$ cat src/rtl/ecp_pll_ctrl.sv
// ECP5 EHXPLLL supervisor: power-up reset, lock qualification, relock on loss,
// and PHASESEL/PHASEDIR/PHASESTEP sequencing for dynamic phase shifts.
//
// state         | meaning
// --------------+-----------------------------------------------------------
// ST_PLL_RST    | PLL held in reset for RST_CYCLES cycles
// ST_WAIT_LOCK  | waiting for LOCK_STABLE consecutive synchronized-lock cycles
// ST_READY      | clock usable; accepts phase-step requests
// ST_SETUP      | sel/dir settling before the first PHASESTEP pulse
// ST_STEP_LO    | PHASESTEP low pulse
// ST_STEP_GAP   | PHASESTEP high gap after each pulse
module ecp_pll_ctrl #(
    parameter int RST_CYCLES   = 16,
    parameter int LOCK_STABLE  = 1024,
    parameter int SETUP_CYCLES = 2,
    parameter int STEP_LOW     = 4,
    parameter int STEP_GAP     = 4
) (
    input  logic       clk,
    input  logic       rst,
    input  logic       pll_locked,
    output logic       pll_rst,
    output logic [1:0] pll_phasesel,
    output logic       pll_phasedir,
    output logic       pll_phasestep,
    output logic       pll_phaseloadreg,
    output logic       ready,
    output logic [7:0] relock_count,
    input  logic       step_req,
    input  logic [1:0] step_sel,
    input  logic       step_dir,
    input  logic [7:0] step_count,
    output logic       step_busy,
    output logic       step_done,
    output logic       step_err
);
    localparam int MAX_A   = (RST_CYCLES > LOCK_STABLE) ? RST_CYCLES : LOCK_STABLE;
    localparam int MAX_B   = (SETUP_CYCLES > STEP_LOW) ? SETUP_CYCLES : STEP_LOW;
    localparam int MAX_C   = (MAX_B > STEP_GAP) ? MAX_B : STEP_GAP;
    localparam int CNT_MAX = (MAX_A > MAX_C) ? MAX_A : MAX_C;
    localparam int CW      = $clog2(CNT_MAX + 1);

    // One shared cycle counter; each state compares against its own terminal count.
    localparam logic [CW-1:0] RST_TC   = CW'(RST_CYCLES - 1);
    localparam logic [CW-1:0] LOCK_TC  = CW'(LOCK_STABLE);
    localparam logic [CW-1:0] SETUP_TC = CW'(SETUP_CYCLES - 1);
    localparam logic [CW-1:0] LOW_TC   = CW'(STEP_LOW - 1);
    localparam logic [CW-1:0] GAP_TC   = CW'(STEP_GAP - 1);

    typedef enum logic [2:0] {
        ST_PLL_RST,
        ST_WAIT_LOCK,
        ST_READY,
        ST_SETUP,
        ST_STEP_LO,
        ST_STEP_GAP
    } state_t;

    state_t          state, state_nx;
    logic [CW-1:0]   cnt, cnt_nx;
    logic [7:0]      rem, rem_nx;
    logic [1:0]      sel_nx;
    logic            dir_nx;
    logic            busy_nx, done_nx, err_nx;
    logic            lost;
    logic            lk_m, lk_s;

    always_comb begin
        state_nx = state;
        cnt_nx   = cnt;
        rem_nx   = rem;
        sel_nx   = pll_phasesel;
        dir_nx   = pll_phasedir;
        busy_nx  = step_busy;
        done_nx  = 1'b0;
        err_nx   = 1'b0;
        lost     = 1'b0;
        case (state)
            ST_PLL_RST: begin
                if (cnt == RST_TC) begin
                    state_nx = ST_WAIT_LOCK;
                    cnt_nx   = '0;
                end else begin
                    cnt_nx = cnt + CW'(1);
                end
            end
            ST_WAIT_LOCK: begin
                if (cnt == LOCK_TC) begin
                    state_nx = ST_READY;
                    cnt_nx   = '0;
                end else if (lk_s) begin
                    cnt_nx = cnt + CW'(1);
                end else begin
                    cnt_nx = '0;
                end
            end
            ST_READY: begin
                if (!lk_s) begin
                    lost    = 1'b1;
                    err_nx  = step_busy;
                    busy_nx = 1'b0;
                end else if (step_busy) begin
                    // zero-count request: busy for one cycle, then done
                    done_nx = 1'b1;
                    busy_nx = 1'b0;
                end else if (step_req) begin
                    sel_nx  = step_sel;
                    dir_nx  = step_dir;
                    rem_nx  = step_count;
                    busy_nx = 1'b1;
                    if (step_count != 8'd0) begin
                        state_nx = ST_SETUP;
                        cnt_nx   = '0;
                    end
                end
            end
            ST_SETUP: begin
                if (!lk_s) begin
                    lost    = 1'b1;
                    err_nx  = 1'b1;
                    busy_nx = 1'b0;
                end else if (cnt == SETUP_TC) begin
                    state_nx = ST_STEP_LO;
                    cnt_nx   = '0;
                end else begin
                    cnt_nx = cnt + CW'(1);
                end
            end
            ST_STEP_LO: begin
                if (!lk_s) begin
                    lost    = 1'b1;
                    err_nx  = 1'b1;
                    busy_nx = 1'b0;
                end else if (cnt == LOW_TC) begin
                    state_nx = ST_STEP_GAP;
                    cnt_nx   = '0;
                    rem_nx   = rem - 8'd1;
                end else begin
                    cnt_nx = cnt + CW'(1);
                end
            end
            ST_STEP_GAP: begin
                if (!lk_s) begin
                    lost    = 1'b1;
                    err_nx  = 1'b1;
                    busy_nx = 1'b0;
                end else if (cnt == GAP_TC) begin
                    cnt_nx = '0;
                    if (rem != 8'd0) begin
                        state_nx = ST_STEP_LO;
                    end else begin
                        state_nx = ST_READY;
                        done_nx  = 1'b1;
                        busy_nx  = 1'b0;
                    end
                end else begin
                    cnt_nx = cnt + CW'(1);
                end
            end
            default: begin
                state_nx = ST_PLL_RST;
                cnt_nx   = '0;
            end
        endcase
        if (lost) begin
            state_nx = ST_PLL_RST;
            cnt_nx   = '0;
        end
    end

    // Outputs are registered from the next state so PHASESTEP/RST are glitch-free.
    always_ff @(posedge clk) begin
        if (rst) begin
            lk_m          <= 1'b0;
            lk_s          <= 1'b0;
            state         <= ST_PLL_RST;
            cnt           <= '0;
            rem           <= '0;
            pll_phasesel  <= 2'd0;
            pll_phasedir  <= 1'b0;
            pll_rst       <= 1'b1;
            pll_phasestep <= 1'b1;
            ready         <= 1'b0;
            relock_count  <= 8'd0;
            step_busy     <= 1'b0;
            step_done     <= 1'b0;
            step_err      <= 1'b0;
        end else begin
            lk_m          <= pll_locked;
            lk_s          <= lk_m;
            state         <= state_nx;
            cnt           <= cnt_nx;
            rem           <= rem_nx;
            pll_phasesel  <= sel_nx;
            pll_phasedir  <= dir_nx;
            pll_rst       <= (state_nx == ST_PLL_RST);
            pll_phasestep <= (state_nx != ST_STEP_LO);
            ready         <= (state_nx == ST_READY);
            step_busy     <= busy_nx;
            step_done     <= done_nx;
            step_err      <= err_nx;
            if (lost && relock_count != 8'hFF) begin
                relock_count <= relock_count + 8'd1;
            end
        end
    end

    assign pll_phaseloadreg = 1'b1;

endmodule

$ cat config.mk
export PLATFORM = sky130hd
export DESIGN_NAME = ecp_pll_ctrl
export DESIGN_NICKNAME = d
export VERILOG_FILES = /design/src/rtl/ecp_pll_ctrl.sv
export SDC_FILE = /design/constraint.sdc
export NUM_CORES = 1
export LEC_CHECK = 0
export BUFFER_PORTS_ARGS = -buffer_cell sky130_fd_sc_hd__buf_2
export CORE_UTILIZATION = 43
export CTS_CLUSTER_SIZE = 25
export DETAILED_ROUTE_END_ITERATION = 12
export PLACE_DENSITY = 0.72
export SETUP_SLACK_MARGIN = 0.15
export SLEW_MARGIN = 20
export SYNTH_ARGS = -nofsm -noshare
export SYNTH_HDL_FRONTEND = slang
export SYNTH_SLANG_ARGS = --single-unit
$ cat constraint.sdc
create_clock -name clk -period 2.4 [get_ports clk]
set_input_delay 0.48 -clock clk [delete_from_list [all_inputs] [get_ports clk]]
set_output_delay 0.48 -clock clk [all_outputs]
set_load 0.02 [all_outputs]
## Yosys cells after proc, flatten, opt, wreduce, memory -nomap -nowiden

Index checks and enable logic that the tools add are counted.

- Bits of input ports: 15
- Register bits: 41
- Output and inout bits: 18

- Equality and inequality tests: 23
- Multiplexer cells: 51
- $add $sub $neg: 3
- Bitwise operators: 1
- Reductions and logical operators: 16

Operators by type and width:

| kind | count |
|---|---|
| $mux W11 | 11 |
| $pmux W11 S5 | 1 |
| $mux W3 | 14 |
| $mux W8 | 5 |
| $pmux W3 S6 | 1 |
| $ne A2 B2 Y1 const B | 8 |
| $pmux W8 S2 | 1 |
| $reduce_bool A8 Y1 | 2 |
| $mux W1 | 15 |
| $reduce_and A6 Y1 | 2 |
| $add A11 B1 Y11 const B | 1 |
| $eq A11 B1 Y1 const B | 1 |
| $eq A11 B11 Y1 const B | 1 |
| $eq A11 B2 Y1 const B | 1 |
| $eq A11 B4 Y1 const B | 1 |
| $eq A3 B2 Y1 const B | 3 |
| $ne A3 B3 Y1 const B | 3 |
| $add A8 B1 Y8 const B | 1 |
| $ne A8 B8 Y1 const B | 1 |
| $reduce_and A4 Y1 | 2 |
| $sub A8 B1 Y8 const B | 1 |
| $eq A3 B3 Y1 const B | 2 |
| $logic_not A3 Y1 | 2 |
| $reduce_or A2 Y1 | 3 |
| 10 further kinds | 11 |

## Depth between registers and ports, before layout

Gate-level depths: netlist of run 1.

- Depth in word-level cells: 8
- Mapped depth: 8

## Worst setup path before layout of run 1

No wires, ideal clock.

- Path type: reg2reg
- Start: reg rem[0]
- End: reg ready
- Stages on the path, launching flop included: 9
- Buffers on the path: 0
- Required time: 2300 ps
- Path slack: 362 ps
- Clock period less this slack: 2038 ps
- Data arrival time: 1939 ps
- Cells stage by stage: dfxtp_1 inv_1 ha_1 or3b_1 or3_4 nor3_4 a31o_4 inv_2 a2111oi_4

- Cells in the longest elaborated chain, start to end: 7

RTL lines:

| item | RTL line | source |
|---|---|---|
| start: declaration | 61 | `logic [7:0] rem, rem_nx;` |
| start signal: assignment | 193 | `rem <= rem_nx;` |
| $reduce_bool A8 Y1 | 149 | `if (rem != 8'd0) begin` |
| $mux W3 | 149 |  |
| $mux W3 | 147 | `end else if (cnt == GAP_TC) begin` |
| $mux W3 | 143 | `if (!lk_s) begin` |
| $pmux W3 S6 | 78 | `case (state)` |
| $mux W3 | 165 | `if (lost) begin` |
| $eq A3 B2 Y1 | 198 | `ready <= (state_nx == ST_READY);` |
| end signal: assignment | 198 |  |
| end: declaration | 27 | `output logic ready,` |

Every way passes these cells.
A chain may end at the register's enable or synchronous reset.

## Final worst setup path of run 1

- Start: reg rem[1]
- End: reg ready

The elaborated chain is that of the path after synthesis.

==> flow_summary.ini, run 1 <==
[sta]
finalHoldViolCount = 0
relSlewSlack = 0.6370
setup_violations = 0
fin_crit_sh = 0.9119
drv_slew = 0
clock_skew_ps = 7.854
setup_tns_ps = 0
worstMarginPinSlew_ps = 544.5
timing.fmax_mhz = 456.9
rsz0062_at_grt = true
fin_crit_ps = 2189

[place]
io_buffers = 31
gp_congestion = 0.8453
placed_cells = 359
dp_hpwl_um = 3501
place_area_um2 = 2446

[finish]
layout_commonest_cell = dfxtp_1
n_fill_cell = 479
drive_above_1_share = 0.2093
final_cell_mix = dfxtp_1, nor2_1, buf_2, nand2_1, o21ai_0
final_area_um2 = 2586
num_antenna_cells = 0
fin_cells = 368
nNetsFinal = 320
areaGrowthSynthToFinish_pct = 17.11

[synthesis]
ys_ff_latch = 41
yosysWarnings = 0
synth_fp_nets = 286
async_flop_share = 0
ys_seq_area_frac = 0.3717
syn_area_um2 = 2208
synth.avg_cell_area_um2 = 8.302
synth-edff-count = 0
ys.flop_type = dfxtp_1
synthDistinctLibCells = 57
synthCells = 266

[critical_path]
end_kind = flip-flop
r2r_cells = 8
start_kind = flip-flop
ff2ff_setup_slack_ps = 210
crit_type = flip-flop to flip-flop
arrival_ps = 2390
endpoint = ready
crit_buf_inv = 2
critPathRequiredTime_ps = 2600
crit_path_max_incr_delay_ps = 380
r2r-end = ready
crit_start = rem[1]
crit_family = simple AND/OR/NAND/NOR gates
cp_slowest_cell = or3b_4
path_cells = inv_1, ha_2, or3b_4, or3_4, nor3_4, a31o_4, inv_2, a2111oi_4
crit_path_max_fanout = 4
critical_path_depth = 8
reg2reg_from = rem[1]

[floorplanning]
start_util = 0.4584
chipHeight_um = 73.67
row_count = 25
dieWidth_um = 73.67
io_pins = 33
core_um2 = 4817
die_area_um2 = 5427

[clock_tree]
clockBufferDepth = 2
hold_buffers = 0
clock_latency_ps = 300
cts.sinks = 41
numCtsBuffers = 5
clk_pin_slew_ps = 90
cts_tree = yes
cts_root_buffer = clkbuf_8
cts_max_level = 2

[power]
p_leak_nw = 1.016
power.total_w = 0.001320
p_per_area_nw_per_um2 = 510.5
max-vdd-ir-drop_v = 0.0003438

[run_status]
status = complete, no violations

[global_routing]
antenna_found_initial = 0
grt.total_usage = 0.1946
grt-ovfl-total = 0
grt_first_pass_wirelength_um = 7997
grt_pass1_vias = 1792
grt_max_degree = 19

[job]
cap_violations = 0

[detailed_routing]
drc_errors = 0
via_per_inst = 5.432
wl_um = 4888
drtIter0Drc = 139
wl_per_cell_um = 13.28
num_vias = 1999
ant_nets = 0
drtPass1Iterations = 4

[min_path]
hold_depth = 2
hold_path.class = input port to flip-flop
area by class of cell:
class / instances / area, um^2 / share of cell area
clock inverters: 3 / 46.29 / 0.01790
clock buffers: 5 / 68.82 / 0.02661
flip-flops and latches: 41 / 820.8 / 0.3174
repair buffers: 40 / 222.7 / 0.08612
well taps: 67 / 83.83 / 0.03241
multi-input cells: 206 / 1321 / 0.5109
inverters: 6 / 22.52 / 0.008708
routing by layer:
metal  track usage  part of all wire  routed length, um
met1        0.2477              0.49               2377
met2        0.3170              0.46               2261
met3       0.04527             0.036                174
met4       0.07692             0.015                 74
met5             0                 0                  0
worst min path at each step:
stage | slack (ps) | endpoint | from
3_5_place_dp | 450 | lk_s | lk_m
6_report | 390 | lk_m | pll_locked
4_1_cts | 390 | lk_m | pll_locked
2_1_floorplan | 410 | lk_s | lk_m
5_1_grt | 410 | pll_phasesel[0] | step_sel[0]
3_3_place_gp | 430 | lk_s | lk_m
repair_timing:
| action | CTS | global route |
|---|---|---|
| buffers inserted | 0 | 1 |
| resized for setup | 0 | 5 |
| setup endpoints to repair | 0 | 16 |
| endpoints found under the hold margin | 0 | 0 |
metrics by stage:
stage / setup slack, ps / hold WS (ps) / utilization
floorplan: 361.9 / 413.8 / -
global placement: 301.9 / 425.7 / 0.5078
detailed placement: 230.4 / 447.0 / 0.5078
CTS: 152.3 / 385.2 / 0.5317
global route: 82.44 / 408.2 / 0.5369
finish: 211.3 / 387.1 / 0.5369
flip-flops by register name (all words and copies together) (netlist names), 2 cells and up:
name          flops
cnt              11
pll_phasesel      2
relock_count      8
rem               8
state             3
cells by family (layout without fill, tap and decap cells):
family / after synthesis / in the layout / synth area share
XOR/XNOR: 13 / 13 / 0.05156
multiplexers: 4 / 4 / 0.01813
flip-flops: 41 / 41 / 0.3717
buffers and inverters: 19 / 54 / 0.03796
other: 1 / 1 / 0.001698
adder cells (fa/ha/maj): 6 / 6 / 0.03286
AO/OA/AOI/OAI: 58 / 58 / 0.1836
AND/OR/NAND/NOR: 124 / 124 / 0.3026
synthesized netlist by cell type (all sizes together), types with 2 or more instances:
library cell	number	area, um^2
dfxtp	41	820.8
nor2	37	138.9
nand2	24	90.09
o21ai	14	70.07
a21oi	13	65.06
nand3	11	55.05
xor2	10	87.58
nand4	8	50.05
buf	7	38.78
a211oi	6	45.04
clkbuf	6	22.52
inv	6	22.52
nand2b	6	37.54
nor4	6	58.80
ha	5	62.56
nor2b	5	31.28
nor3	5	36.29
mux2i	4	40.04
nor3b	4	35.03
or3	4	30.03
a22oi	3	22.52
a31oi	3	18.77
and3	3	18.77
o21a	3	22.52
xnor2	3	26.28
a21o	2	15.01
a221oi	2	17.52
and2	2	12.51
nand3b	2	15.01
o22ai	2	12.51
or3b	2	17.52
where the power goes:
group,leakage (nW),total [W],switching [W],internal [W]
clock,0.0543,0.000566,0.000255,0.000311
sequential,0.331,0.000693,0.00000733,0.000686
combinational,0.631,0.0000612,0.0000346,0.0000266
total,1.02,0.00132,0.000297,0.00102
Note: power is estimated with default switching activity, not from simulation.
==> inputs of run 2 (changes only) <==
--- a/config.mk
+++ b/config.mk
@@ -10,5 +10,5 @@
 export CTS_CLUSTER_SIZE = 25
 export DETAILED_ROUTE_END_ITERATION = 12
-export PLACE_DENSITY = 0.72
+export PLACE_DENSITY = 0.74
 export SETUP_SLACK_MARGIN = 0.15
 export SLEW_MARGIN = 20
==> constraint.sdc (replaced) <==
create_clock -name clk -period 1.8 [get_ports clk]
set_input_delay 0.09 -clock clk [delete_from_list [all_inputs] [get_ports clk]]
set_output_delay 0.09 -clock clk [all_outputs]
set_load 0.02 [all_outputs]
==> flow_summary.ini, run 2 (same netlist as run 1, synthesis figures left out) <==
[critical_path]
crit_path_max_fanout = 2
crit_buf_inv = 2
path_cells = inv_2, ha_4, or3b_4, or3_4, nor3_4, a31o_4, inv_4, a2111oi_4
cp_slowest_cell = or3b_4
critPathRequiredTime_ps = 2010
crit_path_max_incr_delay_ps = 370
end_kind = flip-flop
crit_type = flip-flop to flip-flop
crit_family = simple AND/OR/NAND/NOR gates
arrival_ps = 2310
start_kind = flip-flop

[detailed_routing]
via_per_inst = 5.563
wl_per_cell_um = 15.87
drtIter0Drc = 226
drtPass1Iterations = 4
wl_um = 6762
num_vias = 2370
drc_errors = 0
ant_nets = 0

[clock_tree]
cts_max_level = 2
cts_tree = yes
clockBufferDepth = 2
cts.sinks = 41
clk_pin_slew_ps = 90
clock_latency_ps = 310
numCtsBuffers = 5
cts_root_buffer = clkbuf_8

[power]
max-vdd-ir-drop_v = 0.0004956
power.total_w = 0.002016
p_per_area_nw_per_um2 = 586.6
p_leak_nw = 1.382

[floorplanning]
start_util = 0.4584
dieWidth_um = 73.67
io_pins = 33
core_um2 = 4817
chipHeight_um = 73.67
row_count = 25
die_area_um2 = 5427

[finish]
areaGrowthSynthToFinish_pct = 55.64
reg_top3 = cnt: 11 flops, relock_count: 8 flops, rem: 8 flops
top_register = cnt
num_antenna_cells = 0
final_cell_mix = buf_4, nor2_1, dfxtp_1, buf_2, nand2_1
nNetsFinal = 378
drive_above_1_share = 0.4791
final_util = 0.7135
layout_commonest_cell = buf_4
largest_reg_flops = 11

[sta]
rsz0062_at_grt = true
setup_tns_ps = -2149
finalHoldViolCount = 0
setup_violations = 22
clock_skew_ps = 10.31
fin_crit_ps = 2098
drv_slew = 0
fin_ws_ps = -298.3
fin_crit_sh = 1.166
timing.fmax_mhz = 476.6
hold-worst-slack_ps = 24.37

[global_routing]
grt.total_usage = 0.2297
grt_first_pass_wirelength_um = 9480
grt.met1_usage = 0.2872
grt_max_degree = 18
antenna_found_initial = 0
use_met3 = 0.04527
grt-ovfl-total = 0
met2_usage = 0.3843
grt-busiest-layer = met2
grt_pass1_vias = 2122

[place]
dp_hpwl_um = 4044
gp_congestion = 0.9002
io_buffers = 31

[run_status]
failed_checks = negative setup slack
status = finished with violations

[job]
cap_violations = 0

[min_path]
hold_path.class = input port to flip-flop
-- run 2: cell types whose count changed in the layout (fill, tap and decap cells not counted), sizes merged --
| cell | change |
|---|---|
| clkinvlp | -1 |
| inv | +1 |
| o21bai | +1 |
| dlygate4sd3 | +1 |
| buf | +56 |
| clkinv | -1 |
| bufinv | +1 |
-- run 2: path summary, 6_finish.rpt --
check,startpoint,to,slack (ps),cells after the start
worst max register to register,rem[0],ready,-300,8
worst min-delay path,step_dir,pll_phasedir,20,3
worst min register to register,lk_m,lk_s,460,1
worst max-delay path,rem[0],ready,-300,8
-- run 2: per-stage QoR --
| stage | instances | setup WS [ps] | cell area, um^2 |
|---|---|---|---|
| floorplan | 266 | -204.4 | 2277 |
| global placement | 396 | -209.3 | 2800 |
| detailed placement | 396 | -232.9 | 2800 |
| CTS | 414 | -269.7 | 3173 |
| global route | 426 | -349.0 | 3437 |
| finish | 426 | -298.3 | 3437 |
-- run 2: area by class of cell --
type	count	area [um^2]
inverter	6	25.02
clock inverter	3	68.82
timing repair buffer	97	710.7
sequential	41	832.0
multi-input combinational	207	1648
clock buffer	5	68.82
fill	346	1380
tap	67	83.83
-- run 2: power breakdown --
part | internal [W] | switching, W | total [W]
Combinational | 0.0000945 | 0.0000818 | 0.000176
Clock | 0.000558 | 0.000356 | 0.000914
Sequential | 0.000915 | 0.0000110 | 0.000926
-- run 2: layer usage --
layer	vias up	share of wire
met5	-	0
met4	0	0.028
met3	16	0.036
met2	69	0.51
met1	1144	0.43
li1	1141	-
-- run 2: timing repair --
| item | CTS | global route |
|---|---|---|
| hold endpoints to repair | 1 | 0 |
| gates cloned | 1 | 0 |
| buffers inserted | 8 | 12 |
| pin swaps | 20 | 29 |
| endpoints found under the setup margin | 31 | 30 |
| gates resized for setup | 39 | 42 |
| hold buffers | 1 | 0 |
-- run 2: worst register-to-register path, stage by stage, from the launching register on --
cell       delay (ps)
dfxtp_2           340
inv_2              80
ha_4              130
or3b_4            370
or3_4             360
nor3_4            170
a31o_4            210
inv_4              40
a2111oi_4         310
